**src/rtl/seg7_pkg.sv**
```systemverilog
// rtl/seg7_pkg.sv - shared constants, types and pattern helper for the seven-segment scanner
// Segment encoding is active-low: bits 6:0 = segments a..g, bit 7 = decimal point.
package seg7_pkg;

    localparam logic [7:0] NUMBER_0  = 8'hC0;
    localparam logic [7:0] NUMBER_1  = 8'hF9;
    localparam logic [7:0] NUMBER_2  = 8'hA4;
    localparam logic [7:0] NUMBER_3  = 8'hB0;
    localparam logic [7:0] NUMBER_4  = 8'h99;
    localparam logic [7:0] NUMBER_5  = 8'h92;
    localparam logic [7:0] NUMBER_6  = 8'h82;
    localparam logic [7:0] NUMBER_7  = 8'hF8;
    localparam logic [7:0] NUMBER_8  = 8'h80;
    localparam logic [7:0] NUMBER_9  = 8'h90;
    localparam logic [7:0] SEG_DASH  = 8'hBF;
    localparam logic [7:0] SEG_BLANK = 8'hFF;

    localparam int DIGIT_COUNT = 6;
    typedef logic [2:0] digit_idx_t;

    localparam logic [5:0] HOURS_MAX  = 6'd23;
    localparam logic [5:0] MINSEC_MAX = 6'd59;

    typedef struct packed {
        logic [3:0] tens;
        logic [3:0] units;
        logic       out_of_range;
    } split_t;

    // Digit value to segment pattern, decimal point off.
    function automatic logic [7:0] seg_pattern(input logic [3:0] value);
        logic [7:0] pat;
        case (value)
            4'd0:    pat = NUMBER_0;
            4'd1:    pat = NUMBER_1;
            4'd2:    pat = NUMBER_2;
            4'd3:    pat = NUMBER_3;
            4'd4:    pat = NUMBER_4;
            4'd5:    pat = NUMBER_5;
            4'd6:    pat = NUMBER_6;
            4'd7:    pat = NUMBER_7;
            4'd8:    pat = NUMBER_8;
            4'd9:    pat = NUMBER_9;
            default: pat = SEG_BLANK;
        endcase
        return pat;
    endfunction

endpackage

```
**src/rtl/seg7_bcd_split.sv**
```systemverilog
// rtl/seg7_bcd_split.sv - combinational binary-to-tens/units split with range flag
// Ports:
//   value        in  6  binary field value
//   tens         out 4  value / 10
//   units        out 4  value % 10
//   out_of_range out 1  value > MAX_VALUE
module bcd_split
    import seg7_pkg::*;
#(
    parameter logic [5:0] MAX_VALUE = MINSEC_MAX
) (
    input  logic [5:0] value,
    output logic [3:0] tens,
    output logic [3:0] units,
    output logic       out_of_range
);

    logic [5:0] rem;

    // Repeated compare/subtract; six steps cover the full 6-bit range (63 -> 6 tens).
    always_comb begin
        rem  = value;
        tens = 4'd0;
        for (int i = 0; i < 6; i++) begin
            if (rem >= 6'd10) begin
                rem  = rem - 6'd10;
                tens = tens + 4'd1;
            end
        end
        units        = rem[3:0];
        out_of_range = (value > MAX_VALUE);
    end

endmodule

```
**src/rtl/seg7_scanner.sv**
```systemverilog
// rtl/seg7_scanner.sv - six-digit multiplexed seven-segment scanner for HH:MM:SS
// Optional feature macro: SEG7_DP_BLINK_EN (sec_tick toggles DP separators on idx 2 and 4).
// Ports:
//   clk          in  1  system clock
//   rst          in  1  asynchronous active-low reset
//   hours        in  6  binary hours (0-23 legal)
//   minutes      in  6  binary minutes (0-59 legal)
//   seconds      in  6  binary seconds (0-59 legal)
//   sec_tick     in  1  one-cycle pulse per second (DP blink only)
//   number       out 8  active-low segment pattern, bit 7 = DP
//   digit_block  out 6  active-low one-cold digit select, bit 0 = seconds units
module seg7_scanner
    import seg7_pkg::*;
#(
    parameter int SCAN_DIV = 50000
) (
    input  logic       clk,
    input  logic       rst,
    input  logic [5:0] hours,
    input  logic [5:0] minutes,
    input  logic [5:0] seconds,
    input  logic       sec_tick,
    output logic [7:0] number,
    output logic [5:0] digit_block
);

    localparam int DIV_W = (SCAN_DIV > 2) ? $clog2(SCAN_DIV) : 1;
    localparam logic [DIV_W-1:0] DIV_LAST = DIV_W'(SCAN_DIV - 1);
    localparam logic [DIV_W-1:0] DIV_PRE  = DIV_W'(SCAN_DIV - 2);
    localparam digit_idx_t       IDX_LAST = digit_idx_t'(DIGIT_COUNT - 1);

    logic [DIV_W-1:0] div_cnt;
    digit_idx_t       idx;       // digit that the next scan_en will light
    logic [5:0]       hours_q, minutes_q, seconds_q;
    logic [5:0]       hours_nxt, minutes_nxt, seconds_nxt;
    logic             scan_en, pre_blank, snap;
    logic             dp_on;
    split_t           sec_s, min_s, hr_s;
    logic [3:0]       digit_val;
    logic             digit_oor;
    logic [7:0]       pattern;

    assign scan_en   = (div_cnt == DIV_LAST);
    assign pre_blank = (div_cnt == DIV_PRE);
    // Entering idx 0 starts a new frame: that is the only point the inputs are sampled.
    assign snap      = scan_en && (idx == digit_idx_t'(0));

    // Split the shadow's next value so a fresh snapshot is shown on the very digit it opens.
    assign hours_nxt   = snap ? hours   : hours_q;
    assign minutes_nxt = snap ? minutes : minutes_q;
    assign seconds_nxt = snap ? seconds : seconds_q;

    bcd_split #(.MAX_VALUE(MINSEC_MAX)) u_split_sec (
        .value(seconds_nxt), .tens(sec_s.tens), .units(sec_s.units), .out_of_range(sec_s.out_of_range)
    );
    bcd_split #(.MAX_VALUE(MINSEC_MAX)) u_split_min (
        .value(minutes_nxt), .tens(min_s.tens), .units(min_s.units), .out_of_range(min_s.out_of_range)
    );
    bcd_split #(.MAX_VALUE(HOURS_MAX)) u_split_hr (
        .value(hours_nxt), .tens(hr_s.tens), .units(hr_s.units), .out_of_range(hr_s.out_of_range)
    );

`ifdef SEG7_DP_BLINK_EN
    logic blink, blink_nxt;
    assign blink_nxt = blink ^ sec_tick;
    // A tick on the lighting edge already affects the digit being lit.
    assign dp_on     = blink_nxt && ((idx == digit_idx_t'(2)) || (idx == digit_idx_t'(4)));

    always_ff @(posedge clk or negedge rst) begin
        if (!rst) begin
            blink <= 1'b0;
        end else begin
            blink <= blink_nxt;
        end
    end
`else
    logic unused_sec_tick;
    assign unused_sec_tick = sec_tick;
    assign dp_on           = 1'b0;
`endif

    always_comb begin
        digit_val = 4'd0;
        digit_oor = 1'b0;
        case (idx)
            3'd0:    begin digit_val = sec_s.units; digit_oor = sec_s.out_of_range; end
            3'd1:    begin digit_val = sec_s.tens;  digit_oor = sec_s.out_of_range; end
            3'd2:    begin digit_val = min_s.units; digit_oor = min_s.out_of_range; end
            3'd3:    begin digit_val = min_s.tens;  digit_oor = min_s.out_of_range; end
            3'd4:    begin digit_val = hr_s.units;  digit_oor = hr_s.out_of_range;  end
            3'd5:    begin digit_val = hr_s.tens;   digit_oor = hr_s.out_of_range;  end
            default: begin digit_val = 4'd0;        digit_oor = 1'b0;               end
        endcase
        pattern = digit_oor ? SEG_DASH : seg_pattern(digit_val);
        if (dp_on) begin
            pattern[7] = 1'b0;
        end
    end

    // Outputs go dark one cycle before each scan_en so the select bus is all-ones
    // exactly during the scan_en cycle, then light the new digit on the scan_en edge.
    always_ff @(posedge clk or negedge rst) begin
        if (!rst) begin
            div_cnt     <= '0;
            idx         <= '0;
            hours_q     <= '0;
            minutes_q   <= '0;
            seconds_q   <= '0;
            number      <= SEG_BLANK;
            digit_block <= 6'b111111;
        end else begin
            div_cnt   <= scan_en ? '0 : div_cnt + DIV_W'(1);
            hours_q   <= hours_nxt;
            minutes_q <= minutes_nxt;
            seconds_q <= seconds_nxt;
            if (scan_en) begin
                idx         <= (idx == IDX_LAST) ? '0 : idx + digit_idx_t'(1);
                number      <= pattern;
                digit_block <= ~(6'b000001 << idx);
            end else if (pre_blank) begin
                number      <= SEG_BLANK;
                digit_block <= 6'b111111;
            end
        end
    end

endmodule

```
**config.mk**
```make
export PLATFORM = sky130hd
export DESIGN_NAME = seg7_scanner
export DESIGN_NICKNAME = d
export VERILOG_FILES = /design/src/rtl/seg7_pkg.sv /design/src/rtl/seg7_bcd_split.sv /design/src/rtl/seg7_scanner.sv
export SDC_FILE = /design/constraint.sdc
export NUM_CORES = 1
export LEC_CHECK = 0
export ABC_AREA = 1
export CORE_ASPECT_RATIO = 1.1
export CORE_MARGIN = 2
export CORE_UTILIZATION = 45
export DETAILED_ROUTE_END_ITERATION = 7
export DONT_BUFFER_PORTS = 1
export GPL_TIMING_DRIVEN = 0
export PLACE_DENSITY_LB_ADDON = 0.08
export SYNTH_ARGS = -nofsm -noshare
export SYNTH_HDL_FRONTEND = slang
export SYNTH_HIERARCHICAL = 1
export SYNTH_SLANG_ARGS = --single-unit
```
**constraint.sdc**
```tcl
create_clock -name clk -period 6.7 [get_ports clk]
set_input_delay 1.34 -clock clk [delete_from_list [all_inputs] [get_ports clk]]
set_output_delay 1.34 -clock clk [all_outputs]
set_load 0.03 [all_outputs]
```
; After elaboration in Yosys (flattened, before gate mapping)
; Memory sizes are Yosys's and may differ from the RTL's.
; Cells that the tools add are included.
[word_totals]
register_bits = 51
mem_bits_ro = 112
input_bits = 21
out_inout_bits = 14
wordCells = 127
n_memories = 1
[mem_list]
columns = name, words, width, rd, rd_clocked_by_memory_dff, wr, line_no
row1 = (no name shown), 16, 7, 1, 0, 0, seg7_pkg.sv:33  ; case (value)
[classes]
n_addsub = 35
magnitude_cmp = 21
n_eq_ne = 7
shift = 1
muxes = 48
bitwise_logic = 1
reduce_logical = 6
[op_table]
columns = cell, n
row1 = $mux 6, 20
row2 = $ge 6x4->1 const B, 18
row3 = $sub 6x4->6 const B, 15
row4 = $mux 4, 18
row5 = $add 4x1->4 const B, 12
row6 = $eq 16x16->1 const B, 2
row7 = $mux 8, 3
row8 = $pmux 4 s6, 1
row9 = $add 16x1->16 const B, 1
row10 = $mux 16, 1
row11 = $gt 6x6->1 const B, 2
row12 = $sub 4x4->4 const B, 3
row13 = $add 1x1->2 const B, 3
row14 = $eq 3x2->1 const B, 2
row15 = $eq 3x3->1 const B, 2
row16 = $gt 6x5->1 const B, 1
row17 = $not 6->6, 1
row18 = $reduce_or 2->1, 3
row19 = $shl 1x3->6 const A, 1
row20 = $add 3x1->3 const B, 1
row21 = $eq 3x1->1 const B, 1
row22 = $logic_not 3->1, 1
row23 = $mux 1, 3
row24 = $mux 3, 1
row25 = other kinds (3), 3

; Depth between registers and ports, before layout
; An unclocked memory read counts as a cell.
[depth]
depth_word = 19
mapped_depth = 65
depth_no_buf = 65

; Modules after synthesis
; Netlist, hierarchy kept.
[modules_own_cells]
columns = module, instances, cells_per_inst, area_per_inst_um2, seq_area_each_um2
row1 = seg7_scanner, 1, 348, 2793.9, 1267.5
row2 = bcd_split at u_split_min ..., 2, 223, 1255.0, 0.0
row3 = bcd_split at u_split_hr, 1, 239, 1390.1, 0.0

; Least setup slack after synthesis
; OpenSTA, ideal clock, no wires.
[synth_timing]
path_type = input to register
startpoint = input hours[2]
endpoint = register number[3]
setup_time_ns = 0.076
arrival_time_ns = 6.620
required_ns = 6.624
path_slack_ns = 0.005
cell_stages = 53
n_path_buf = 0
cell_sequence = nand3_1 nand2_1 inv_1 ha_1 nand2_1 inv_1 a21oi_4 nand2_4 nand2_1 nand2_1 inv_1 ha_1 inv_1 nor2_1 nand2_2 o21ai_4 inv_2 nand2_2 [17 not listed] nand4_4 xor2_1 inv_1 ha_1 nand2_1 nand2_1 ha_1 nand2_1 nand2_1 nand4_1 nand2_1 nor2_1 nand2_2 ha_1 nor2_1 nor2_1 o21ai_1 inv_1
[synth_lines]
columns = element, line_no
row1 = start: declaration, seg7_scanner.sv:19  ; input logic [5:0] hours,
row2 = end signal: assignment, seg7_scanner.sv:118  ; number <= pattern;
row3 = end: declaration, seg7_scanner.sv:23  ; output logic [7:0] number,

==> impl_metrics.json <==
{
  "status": "complete, no violations",
  "gp_congestion": 0.8333,
  "ys_warn_count": 6,
  "synth_top_area_cell": "nand2_1",
  "setup_viol": 0,
  "total_power_uw": 570.6,
  "yosysUniqueCellTypes": 50,
  "crit_slowest_cell": "dfrtp_1",
  "multi_input_comb_area_um2": 5303,
  "r2r_start": "div_cnt[9]$_DFF_PN0_",
  "drv_slew": 0,
  "crit_top_cell": "nand2_2",
  "drc": 0,
  "intPower_uw": 442.5,
  "fin_cells": 1320,
  "crit_fanout": 7,
  "wl_mm": 15.89,
  "p_leak_uw": 0.004367,
  "start_kind": "register",
  "grt_use_total_pct": 19.15,
  "cts.sinks": 50,
  "vias_per_cell": 4.856,
  "synth_seq_cells": 50,
  "cp-end-kind": "register",
  "drive_above_1_share_pct": 36.26,
  "sw_frac_of_total_pct": 22.44,
  "io_pins": 35,
  "dpl.hpwl_mm": 11.35,
  "drt-pass1-iter-count": 4,
  "synthDominantCellAreaShare_pct": 17.55,
  "coreArea_um2": 14500,
  "num_vias": 6410,
  "vdd_drop_max_mv": 0.1086,
  "seq_area_um2": 1269,
  "fin_skew_ns": 0.004444,
  "criticalPathCategory": "reg2reg",
  "dieArea_um2": 15870,
  "grt_overflow": 0,
  "hold_start": "hours_q[2]$_DFF_PN0_",
  "htree_levels": 2,
  "max_freq_mhz": 155.1,
  "synthTopCellsByCount": "nand2_1 (313), inv_1 (155), nand3_1 (95), nand2_2 (67), nor2_1 (56)",
  "cts.clk_slew.worst_paths_ns": 0.07,
  "utilization_pct": 58.10,
  "fin_crit_ns": 6.449,
  "hold_buffers": 0,
  "worstSetupStartpoint": "div_cnt[9]$_DFF_PN0_",
  "rsz0062_at_grt": "true",
  "critPathArrivalTime_ns": 6.69,
  "drv_cap": 0,
  "start_util_pct": 46.15,
  "drtIter0Drc": 235,
  "finalHoldViolCount": 0,
  "ys_seq_area_share_pct": 18.93,
  "clk_latency_ns": 0.30,
  "post-place-ws_ns": -0.8243,
  "max-clock-path-buffers": 2,
  "synth_fp_nets": 1095,
  "route.detailed.wl_per_inst_um": 12.04,
  "layout.nets": 1189,
  "p_per_area_nw_per_um2": 67.71,
  "diodes": 0,
  "cts_tree": "yes",
  "fin_crit_sh_pct": 96.26,
  "grt_pass1_wl_mm": 25.85,
  "synth_ff_type": "dfrtp_1",
  "ys_async_sr_fraction_pct": 100.0,
  "yosys-top-cells-area": "nand2_1 (18%), dfrtp_1 (14%), inv_1 (8.7%)",
  "p_comb_share_pct": 0.2,
  "ant_nets": 0,
  "p_seq_share_pct": 52.9,
  "fillCellCount": 1440,
  "hold_path_class": "reg2reg",
  "cts-root-buf": "clkbuf_16",
  "crit_required_ns": 6.94,
  "numCtsBuffers": 5,
  "p_switching_uw": 128.0,
  "synth_edf_count": 0,
  "first_global_vias": 5786,
  "netlist_area_um2": 6694,
  "rows": 46,
  "critPathMaxStageDelay_ns": 0.39,
  "grt_max_degree": 51,
  "area_delta_synth_final_pct": 25.89,
  "postSynthCellCount": 1033,
  "pwr-share-clk_pct": 46.8,
  "antenna_found_initial": 0,
  "yosysMostFrequentCell": "nand2_1",
  "portBuffers": 0,
  "die_h_um": 131.9,
  "die_w_um": 120.3,
  "layout_setup_ws_ns": 0.2508,
  "dp.cells": 1225,
  "syn-mean-instance-area_um2": 6.480
}
-- final cells by class --
type / count / area share (%)
inverters: 178 / 8.077
flip-flops and latches: 50 / 15.06
well taps: 192 / 2.851
clock buffers: 5 / 1.485
clock inverters: 3 / 0.2821
plain buffers: 12 / 1.158
multi-input cells: 793 / 62.93
repair buffers: 87 / 8.166
-- power groups by stage --
stage / registers [uW] / logic, uW / clock network [uW]
floorplan: 308 / 1.24 / 0
global placement: 308 / 1.24 / 0
detailed placement: 308 / 1.24 / 0
CTS: 302 / 1.24 / 277
global route: 302 / 1.36 / 291
finish: 302 / 1.27 / 267
-- placed cells by master, fill, tap and decap left out, types with 31 or more instances in the layout --
cell / instances
nand2_1: 265
inv_1: 136
nand2_2: 99
nand3_1: 90
buf_4: 86
nor2_1: 44
inv_2: 37
nand4_1: 37
dfrtp_1: 36
nand2_4: 31
-- per-layer routing --
metal / global-route usage [%] / vias up / share of wire (%)
met5: 0 / - / 0
met4: 5.685 / 0 / 1.8
met3: 2.811 / 19 / 2.4
met2: 32.51 / 62 / 50
met1: 25.11 / 2864 / 46
li1: - / 3465 / -
-- stage by stage --
| stage | cell area [um^2] | TNS [ns] | hold slack, ns |
|---|---|---|---|
| 3_5_place_dp | 6934 | -5.296 | 0.4910 |
| 2_1_floorplan | 6694 | 0 | 0.4546 |
| 3_3_place_gp | 6934 | -5.547 | 0.4833 |
| 4_1_cts | 7407 | 0 | 0.4965 |
| 6_report | 8427 | 0 | 0.5017 |
| 5_1_grt | 8427 | -1.579 | 0.5173 |
-- cell families after synthesis --
family / synth area share (%)
other cells: 0.05602
compound gates: 8.842
xor+xnor: 3.402
flops: 18.93
simple gates: 49.74
fa+ha+maj: 7.664
buf+inv: 11.36
-- flip-flops by register name, summed over array words and instances, names as in the netlist --
register and flops:
digit_block 6, div_cnt 16, hours_q 6, idx 3, minutes_q 6, number 7, seconds_q 6
-- path summary, 6_finish.rpt --
check                                             endpoint  slack [ns]  depth (start not counted)
worst max register to register       number[2]$_DFFE_PN1P_        0.25                         61
max in group asynchronous       digit_block[5]$_DFFE_PN1P_        5.78                          0
worst min register to register        hours_q[2]$_DFF_PN0_        0.50                          2
min in group asynchronous           minutes_q[5]$_DFF_PN0_        0.73                          0
worst min-delay path                  hours_q[2]$_DFF_PN0_        0.50                          2
worst max-delay path                 number[2]$_DFFE_PN1P_        0.25                         61
-- timing repair --
action                     4_1_cts  5_1_grt
pin swaps                       24      101
buffers inserted                28       59
setup endpoints to repair        7        7
gates cloned                     0        1
gates resized for setup         36      147
-- critical path, delay by kind of cell (launching register included) --
family          cells  cell delay [ns]
simple gates       38             3.54
buf+inv            16             1.24
fa+ha+maj           4             0.64
compound gates      3             0.56
flops               1             0.39
(Power assumes the default switching activity.)
